===== src/rtl/prog_loader_if.sv =====
// Memory write port of the boot loader: word write request held until accepted.
// Master drives request/address/data; slave answers with ready in the same cycle.
interface prog_loader_if;
    logic        mem_we_o;
    logic [31:0] mem_addr_o;
    logic [31:0] mem_wdata_o;
    logic        mem_ready_i;

    modport master (
        output mem_we_o,
        output mem_addr_o,
        output mem_wdata_o,
        input  mem_ready_i
    );

    modport slave (
        input  mem_we_o,
        input  mem_addr_o,
        input  mem_wdata_o,
        output mem_ready_i
    );
endinterface


===== src/rtl/prog_loader.sv =====
// UART boot loader: magic A5 5A C3 3C, 4-byte LE length, LE words written to memory.
// Write request rises 1 cycle after the 4th data byte and is held until mem_ready_i.
module prog_loader #(
    parameter int          BAUD_DIV       = 434,
    parameter logic [31:0] BASE_ADDR      = 32'h4000_0000,
    parameter int          TIMEOUT_CYCLES = 5_000_000
) (
    input  logic         clk_i,
    input  logic         rst_i,
    input  logic         program_rx_i,
    output logic         prog_mode_o,
    output logic         core_rst_o,
    output logic         done_o,
    output logic         err_o,
    prog_loader_if.master mem
);
    localparam int          CW    = $clog2(BAUD_DIV);
    localparam int          TW    = $clog2(TIMEOUT_CYCLES + 1);
    localparam logic [31:0] MAGIC = 32'hA55A_C33C;

    typedef enum logic [1:0] {RX_IDLE, RX_START, RX_DATA, RX_STOP} rx_state_e;
    typedef enum logic [2:0] {L_IDLE, L_LEN, L_DATA, L_WRITE, L_FIN} ld_state_e;

    // ---------------- UART receiver ----------------
    rx_state_e   rx_state_q, rx_state_d;
    logic [2:0]  sync_q, sync_d;
    logic [CW-1:0] baud_cnt_q, baud_cnt_d;
    logic [2:0]  bit_cnt_q, bit_cnt_d;
    logic [7:0]  shreg_q, shreg_d;
    logic        byte_vld_q, byte_vld_d;
    logic        frame_err_q, frame_err_d;
    logic        rx_s, rx_prev;

    // sync_q[1] is the synchronised line, sync_q[2] its previous value for edge detect
    assign rx_s    = sync_q[1];
    assign rx_prev = sync_q[2];

    always_comb begin
        sync_d      = {sync_q[1:0], program_rx_i};
        rx_state_d  = rx_state_q;
        baud_cnt_d  = baud_cnt_q + 1'b1;
        bit_cnt_d   = bit_cnt_q;
        shreg_d     = shreg_q;
        byte_vld_d  = 1'b0;
        frame_err_d = 1'b0;
        case (rx_state_q)
            RX_IDLE: begin
                baud_cnt_d = '0;
                if (!rx_s && rx_prev) rx_state_d = RX_START;
            end
            RX_START: begin
                if (baud_cnt_q == CW'(BAUD_DIV / 2 - 1)) begin
                    baud_cnt_d = '0;
                    bit_cnt_d  = '0;
                    rx_state_d = rx_s ? RX_IDLE : RX_DATA;
                end
            end
            RX_DATA: begin
                if (baud_cnt_q == CW'(BAUD_DIV - 1)) begin
                    baud_cnt_d = '0;
                    shreg_d    = {rx_s, shreg_q[7:1]};
                    bit_cnt_d  = bit_cnt_q + 1'b1;
                    if (bit_cnt_q == 3'd7) rx_state_d = RX_STOP;
                end
            end
            RX_STOP: begin
                if (baud_cnt_q == CW'(BAUD_DIV - 1)) begin
                    rx_state_d  = RX_IDLE;
                    byte_vld_d  = rx_s;
                    frame_err_d = !rx_s;
                end
            end
            default: rx_state_d = RX_IDLE;
        endcase
    end

    always_ff @(posedge clk_i or posedge rst_i) begin
        if (rst_i) begin
            rx_state_q  <= RX_IDLE;
            sync_q      <= 3'b111;
            baud_cnt_q  <= '0;
            bit_cnt_q   <= '0;
            shreg_q     <= '0;
            byte_vld_q  <= 1'b0;
            frame_err_q <= 1'b0;
        end else begin
            rx_state_q  <= rx_state_d;
            sync_q      <= sync_d;
            baud_cnt_q  <= baud_cnt_d;
            bit_cnt_q   <= bit_cnt_d;
            shreg_q     <= shreg_d;
            byte_vld_q  <= byte_vld_d;
            frame_err_q <= frame_err_d;
        end
    end

    // ---------------- Loader FSM ----------------
    ld_state_e   state_q, state_d;
    logic [23:0] win_q, win_d;
    logic [1:0]  bcnt_q, bcnt_d;
    logic [31:0] asm_q, asm_d;
    logic [29:0] words_q, words_d;
    logic [29:0] idx_q, idx_d;
    logic [TW-1:0] tmo_q, tmo_d;
    logic        mem_we_q, mem_we_d;
    logic [31:0] mem_addr_q, mem_addr_d;
    logic [31:0] mem_wdata_q, mem_wdata_d;
    logic        prog_mode_q, prog_mode_d;
    logic        done_q, done_d;
    logic        err_q, err_d;
    logic [31:0] next_asm;
    logic        tmo_hit;

    assign tmo_hit = (tmo_q >= TW'(TIMEOUT_CYCLES - 1));

    always_comb begin
        // Length and data words share one little-endian byte-lane assembler
        next_asm = asm_q;
        next_asm[{bcnt_q, 3'b000} +: 8] = shreg_q;

        state_d     = state_q;
        win_d       = win_q;
        bcnt_d      = bcnt_q;
        asm_d       = asm_q;
        words_d     = words_q;
        idx_d       = idx_q;
        tmo_d       = tmo_q;
        mem_we_d    = mem_we_q;
        mem_addr_d  = mem_addr_q;
        mem_wdata_d = mem_wdata_q;
        prog_mode_d = prog_mode_q;
        done_d      = 1'b0;
        err_d       = err_q | frame_err_q;

        case (state_q)
            L_IDLE: begin
                if (byte_vld_q) begin
                    win_d = {win_q[15:0], shreg_q};
                    if ({win_q, shreg_q} == MAGIC) begin
                        state_d     = L_LEN;
                        prog_mode_d = 1'b1;
                        err_d       = 1'b0;
                        win_d       = '0;
                        idx_d       = '0;
                        bcnt_d      = '0;
                        tmo_d       = TW'(1);
                    end
                end
            end
            L_LEN, L_DATA: begin
                if (byte_vld_q) begin
                    asm_d  = next_asm;
                    bcnt_d = bcnt_q + 2'd1;
                    tmo_d  = TW'(1);
                    if (bcnt_q == 2'd3) begin
                        if (state_q == L_LEN) begin
                            // Byte count truncated to whole words
                            words_d = next_asm[31:2];
                            if (next_asm[31:2] == '0) begin
                                state_d     = L_FIN;
                                done_d      = 1'b1;
                                prog_mode_d = 1'b0;
                            end else begin
                                state_d = L_DATA;
                            end
                        end else begin
                            state_d     = L_WRITE;
                            mem_we_d    = 1'b1;
                            mem_addr_d  = BASE_ADDR + {idx_q, 2'b00};
                            mem_wdata_d = next_asm;
                        end
                    end
                end else if (tmo_hit) begin
                    state_d     = L_IDLE;
                    prog_mode_d = 1'b0;
                    err_d       = 1'b1;
                end else begin
                    tmo_d = tmo_q + 1'b1;
                end
            end
            L_WRITE: begin
                if (byte_vld_q) err_d = 1'b1;
                if (mem.mem_ready_i) begin
                    mem_we_d = 1'b0;
                    idx_d    = idx_q + 1'b1;
                    words_d  = words_q - 1'b1;
                    if (words_q == 30'd1) begin
                        state_d     = L_FIN;
                        done_d      = 1'b1;
                        prog_mode_d = 1'b0;
                    end else begin
                        state_d = L_DATA;
                    end
                end
            end
            L_FIN:   state_d = L_IDLE;
            default: state_d = L_IDLE;
        endcase
    end

    always_ff @(posedge clk_i or posedge rst_i) begin
        if (rst_i) begin
            state_q     <= L_IDLE;
            win_q       <= '0;
            bcnt_q      <= '0;
            asm_q       <= '0;
            words_q     <= '0;
            idx_q       <= '0;
            tmo_q       <= '0;
            mem_we_q    <= 1'b0;
            mem_addr_q  <= '0;
            mem_wdata_q <= '0;
            prog_mode_q <= 1'b0;
            done_q      <= 1'b0;
            err_q       <= 1'b0;
        end else begin
            state_q     <= state_d;
            win_q       <= win_d;
            bcnt_q      <= bcnt_d;
            asm_q       <= asm_d;
            words_q     <= words_d;
            idx_q       <= idx_d;
            tmo_q       <= tmo_d;
            mem_we_q    <= mem_we_d;
            mem_addr_q  <= mem_addr_d;
            mem_wdata_q <= mem_wdata_d;
            prog_mode_q <= prog_mode_d;
            done_q      <= done_d;
            err_q       <= err_d;
        end
    end

    assign prog_mode_o     = prog_mode_q;
    assign core_rst_o      = prog_mode_q;
    assign done_o          = done_q;
    assign err_o           = err_q;
    assign mem.mem_we_o    = mem_we_q;
    assign mem.mem_addr_o  = mem_addr_q;
    assign mem.mem_wdata_o = mem_wdata_q;
endmodule

===== src/flat_wrapper.sv =====
// flat-port wrapper written by rule: the top's interface ports become plain ports
module prog_loader_flat 
#(
    parameter int          BAUD_DIV       = 434,
    parameter logic [31:0] BASE_ADDR      = 32'h4000_0000,
    parameter int          TIMEOUT_CYCLES = 5_000_000
)
  (clk_i, rst_i, program_rx_i, prog_mode_o, core_rst_o, done_o, err_o, mem_mem_we_o, mem_mem_addr_o, mem_mem_wdata_o, mem_mem_ready_i);
  prog_loader_if mem_i ();
  input  logic clk_i;
  input  logic rst_i;
  input  logic program_rx_i;
  output logic prog_mode_o;
  output logic core_rst_o;
  output logic done_o;
  output logic err_o;
  output wire logic [$bits(mem_i.mem_we_o)-1:0] mem_mem_we_o;
  output wire logic [$bits(mem_i.mem_addr_o)-1:0] mem_mem_addr_o;
  output wire logic [$bits(mem_i.mem_wdata_o)-1:0] mem_mem_wdata_o;
  input wire logic [$bits(mem_i.mem_ready_i)-1:0] mem_mem_ready_i;
  assign mem_mem_we_o = mem_i.mem_we_o;
  assign mem_mem_addr_o = mem_i.mem_addr_o;
  assign mem_mem_wdata_o = mem_i.mem_wdata_o;
  assign mem_i.mem_ready_i = mem_mem_ready_i;
  prog_loader #(.BAUD_DIV(BAUD_DIV), .BASE_ADDR(BASE_ADDR), .TIMEOUT_CYCLES(TIMEOUT_CYCLES)) u_core (.clk_i(clk_i), .rst_i(rst_i), .program_rx_i(program_rx_i), .prog_mode_o(prog_mode_o), .core_rst_o(core_rst_o), .done_o(done_o), .err_o(err_o), .mem(mem_i));
endmodule

===== config.mk =====
export PLATFORM = sky130hd
export DESIGN_NAME = prog_loader_flat
export DESIGN_NICKNAME = d
export VERILOG_FILES = /design/src/rtl/prog_loader_if.sv /design/src/rtl/prog_loader.sv /design/src/flat_wrapper.sv
export SDC_FILE = /design/constraint.sdc
export NUM_CORES = 1
export LEC_CHECK = 0
export BUFFER_PORTS_ARGS = -buffer_cell sky130_fd_sc_hd__buf_2
export CAP_MARGIN = 40
export CORE_MARGIN = 3
export CORE_UTILIZATION = 61
export CTS_CLUSTER_DIAMETER = 150
export DETAILED_ROUTE_END_ITERATION = 8
export GPL_ROUTABILITY_DRIVEN = 0
export PLACE_DENSITY = 0.83
export SLEW_MARGIN = 10
export SYNTH_ARGS = -nofsm -noshare
export SYNTH_HDL_FRONTEND = slang
export SYNTH_SLANG_ARGS = --single-unit

===== constraint.sdc =====
create_clock -name clk_i -period 9.8 [get_ports clk_i]
set_input_delay 1.47 -clock clk_i [delete_from_list [all_inputs] [get_ports clk_i]]
set_output_delay 1.47 -clock clk_i [all_outputs]
set_load 0.05 [all_outputs]

==> qor.txt <==
OUTCOME
------------------------------------------------------------------------------------
Outcome                                                                 finished, final reports clean

ROUTING
------------------------------------------------------------------------------------
DRT met1 WL                                                             11100 microns
Final routed wirelength across all metal layers                         26200 microns
DR WL met3                                                              1800 microns
Iter 0 DRT Violations                                                            914
Max layer used                                                                  met4
Total via count after detailed routing                                          9471
Met2 WL post-DR                                                         12600 microns
Routed length per placed instance                                       16.9 microns
Count of unresolved DRC violations after routing                                   0
Mean number of vias per cell                                                    6.11
DRT Pass-1 Iters                                                                   6
Number of nets with antenna violations after routing                               0

SYNTH
------------------------------------------------------------------------------------
Multiplexer share of the synthesized area                                      1.33%
Parity-gate share of the synthesized area counting xor and xnor cells          3.29%
Number of synthesized register bits                                              237
Largest area contributor in the synthesized netlist                     sky130_fd_sc_hd__dfrtp_1
Mapped Cells                                                                    1272
Post-synthesis sequential area ratio                                           51.9%
Share of synthesized cell area in and, or, nand and nor gates                  23.9%
Synthesized cell area                                                    11400 sq um
Share of the synthesized area in the top cell type                             51.2%
Dominant combinational cell family by area after synthesis              simple AND/OR/NAND/NOR gates
Flip-flop cell with the highest count after synthesis                   sky130_fd_sc_hd__dfrtp_1
Adder and majority gate portion of the synthesized area                        1.53%
Number of library cell types mapped by synthesis                                  65
Number of enable flip-flop cells after synthesis                                   0
Post-Syn Area per Cell                                                    8.99 sq um
Top cells by area, synth                                                sky130_fd_sc_hd__dfrtp_1, sky130_fd_sc_hd__nand2_1, sky130_fd_sc_hd__o21ai_0
Yosys Warn Count                                                                   0
Async set-reset flop share out of synthesis                                     100%
Compound-Gate Fraction of Synth Area                                           14.1%

SETUP PATH
------------------------------------------------------------------------------------
Worst path required time                                                    10.20 ns
Family with the most delay on the worst path                            simple AND/OR/NAND/NOR gates
Category of the worst setup path capture point                              register
Critical-path top delay cell                                            sky130_fd_sc_hd__nor4_1
Arr. time, crit path                                                         3.86 ns
CP cell instances                                                       inv_1 > ha_1 > inv_1 > and4_1 > a21oi_1 > o2111ai_1 > nor4_1 > o41ai_1 > a22o_1
Critical path class                                                       reg -> reg
FF-to-FF setup slack                                                         6.34 ns
Bufs and invs on worst path                                                        2
Critical-path maximum fanout                                                      12
Delay of the slowest critical-path stage                                     0.70 ns
Critical Path Most Common Cell                                          sky130_fd_sc_hd__inv_1
Worst Setup Start Kind                                                      register

FLOORPLAN
------------------------------------------------------------------------------------
Number of top-level pins                                                          73
Die Area                                                                 20400 sq um
Horizontal extent of the die                                             143 microns
Vertical die dimension                                                   143 microns
Floorplan row count                                                               49
Core Box Area                                                            18200 sq um
Initial Util                                                                   62.8%

POWER
------------------------------------------------------------------------------------
Total design power                                                           2010 uW
Internal power contribution                                                  1580 uW
Clock group share of total power                                               46.8%
Peak ir drop on the vdd network                                             0.105 mV
Seq pwr share                                                                  50.3%
Pwr/cell area                                                            158 nW/um^2
Static Leakage                                                            0.00607 uW
Combinational power share                                                       2.9%
Net switching power figure                                                    427 uW
Switching part of the total power                                              21.2%

GLOBAL ROUTE
------------------------------------------------------------------------------------
Via count of the first global-routing pass                                      8929
Total global-route track usage                                                 25.6%
Initial antenna violation count                                                    0
Remaining global-route overflow                                                    0
First-pass GRT wire length                                              43600 microns
Largest net degree at the start of global routing                                100

FINISH
------------------------------------------------------------------------------------
Layout overhead on the synthesized area                                        11.2%
Post-route cell area                                                     12700 sq um
Antenna diode instance count                                                       0
Net count, final                                                                1322
Fraction of final layout cells with drive strength greater than 1              12.0%
Final cell utilization of the core                                             69.9%

CTS
------------------------------------------------------------------------------------
Buffers inserted during post-CTS setup optimization                                0
TritonCTS clock tree                                                            done
Longest Clk Path Bufs                                                              3
Clk Latency, worst-skew pair                                                 0.51 ns
Clock root cell                                                         sky130_fd_sc_hd__clkbuf_16
Number of clock sinks                                                            237
Clock buffers created by TritonCTS                                                24
Resized cells post-CTS                                                             0
Number of levels in the clock H-tree                                               1
CTS clk-pin slew, worst paths                                                0.06 ns
Hold buffer count at CTS                                                           0

TIMING
------------------------------------------------------------------------------------
Slew of the pin with the lowest slew margin                                 0.883 ns
Max-slew headroom                                                              41.2%
Final worst path period share                                                  35.3%
RSZ-0062 raised after global routing                                           false
F_max                                                                        289 MHz
Min Clock Period, post-route                                                 3.46 ns
Max-slew violations                                                                0
Final hold violation count                                                         0
Largest clock skew in the final design                                    0.00496 ns
Worst hold-check slack                                                      0.357 ns
Post-route setup TNS                                                            0 ns
Total of endpoints with negative setup slack in the final report                   0

JOB
------------------------------------------------------------------------------------
Number of max-cap violations                                                       0

PLACE
------------------------------------------------------------------------------------
Post-DP Area                                                             11900 sq um
Count of input and output buffers                                                 70
Dpl hpwl                                                                17300 microns

MIN PATH
------------------------------------------------------------------------------------
Path class of the lowest-slack min-delay path                             reg -> reg

registers in the layout, indices dropped and copies added, names as in the netlist, 2 cells and up, named ones only:
register and flops:
u_core.state_q 3, u_core.mem.mem_wdata_o 32, u_core.win_q 24, u_core.bit_cnt_q 3, u_core.shreg_q 8, u_core.bcnt_q 2, u_core.words_q 30, u_core.idx_q 30
u_core.mem.mem_addr_o 30, u_core.baud_cnt_q 9, u_core.asm_q 32, u_core.sync_q 3, u_core.tmo_q 23
cell usage in the layout, fill, tap and decap left out, types with 23 or more instances in the layout:
cell,n
sky130_fd_sc_hd__nor2b_1,28
sky130_fd_sc_hd__clkbuf_16,25
sky130_fd_sc_hd__nor2_1,83
sky130_fd_sc_hd__nand3_1,26
sky130_fd_sc_hd__a21oi_1,76
sky130_fd_sc_hd__nand2_1,281
sky130_fd_sc_hd__inv_1,29
sky130_fd_sc_hd__buf_2,70
sky130_fd_sc_hd__dfrtp_1,234
sky130_fd_sc_hd__nor4_1,23
sky130_fd_sc_hd__o21ai_0,138
sky130_fd_sc_hd__xnor2_1,28
stage by stage:
step	setup WS [ns]	cells
floorplan	1.83	1273
detailed placement	6.42	1507
CTS	6.40	1550
global placement	5.92	1504
finish	6.34	1550
global route	6.13	1550
worst paths after layout:
path | startpoint | endpoint | depth (start not counted)
max | u_core.bcnt_q[0]$_DFFE_PP0P_ | u_core.state_q[1]$_DFFE_PP0P_ | 9
min | u_core.sync_q[0]$_DFF_PP1_ | u_core.sync_q[1]$_DFF_PP1_ | 0
max reg2reg | u_core.bcnt_q[0]$_DFFE_PP0P_ | u_core.state_q[1]$_DFFE_PP0P_ | 9
min reg2reg | u_core.sync_q[0]$_DFF_PP1_ | u_core.sync_q[1]$_DFF_PP1_ | 0
max in group asynchronous | rst_i | u_core.mem.mem_wdata_o[12]$_DFFE_PP0P_ | 4
min in group asynchronous | rst_i | u_core.tmo_q[14]$_DFFE_PP0P_ | 2
power groups by stage:
stage / clock, uW / combinational (uW) / sequential, uW
2_1_floorplan: 0 / 46.4 / 1030
3_3_place_gp: 0 / 56.1 / 1030
3_5_place_dp: 0 / 61.4 / 1030
4_1_cts: 949 / 61.0 / 1010
5_1_grt: 997 / 68.2 / 1010
6_report: 941 / 58.6 / 1010
cell type report:
type	instances	area, sq um
clock buffers	37	741
multi-input cells	928	5090
clock inverters	6	80.1
fillers	1338	5490
inverters	30	120
well taps	229	287
repair buffers	83	472
flip-flops and latches	237	5930
Yosys cell counts (all sizes together), types with 14 or more instances:
cell type / n
nand2: 281
dfrtp: 234
o21ai: 138
nor2: 83
a21oi: 76
clkbuf: 65
inv: 30
nor2b: 28
xnor2: 28
nand3: 26
nor4: 26
nand4: 21
nor3: 20
or3: 18
xor2: 15
ha: 14
cells by family after synthesis:
family	after synthesis
simple gates	572
compound gates	283
flops	237
buf+inv	108
xor+xnor	43
fa+ha+maj	14
mux	14
other cells	1
per-layer routing:
metal  vias to the layer above  global-route usage [%]
li1                       4460                       -
met1                      4594                    35.2
met2                       362                    43.0
met3                        55                    3.42
met4                         0                    7.40
met5                         -                       0
Note: power is estimated with default switching activity, not from simulation.
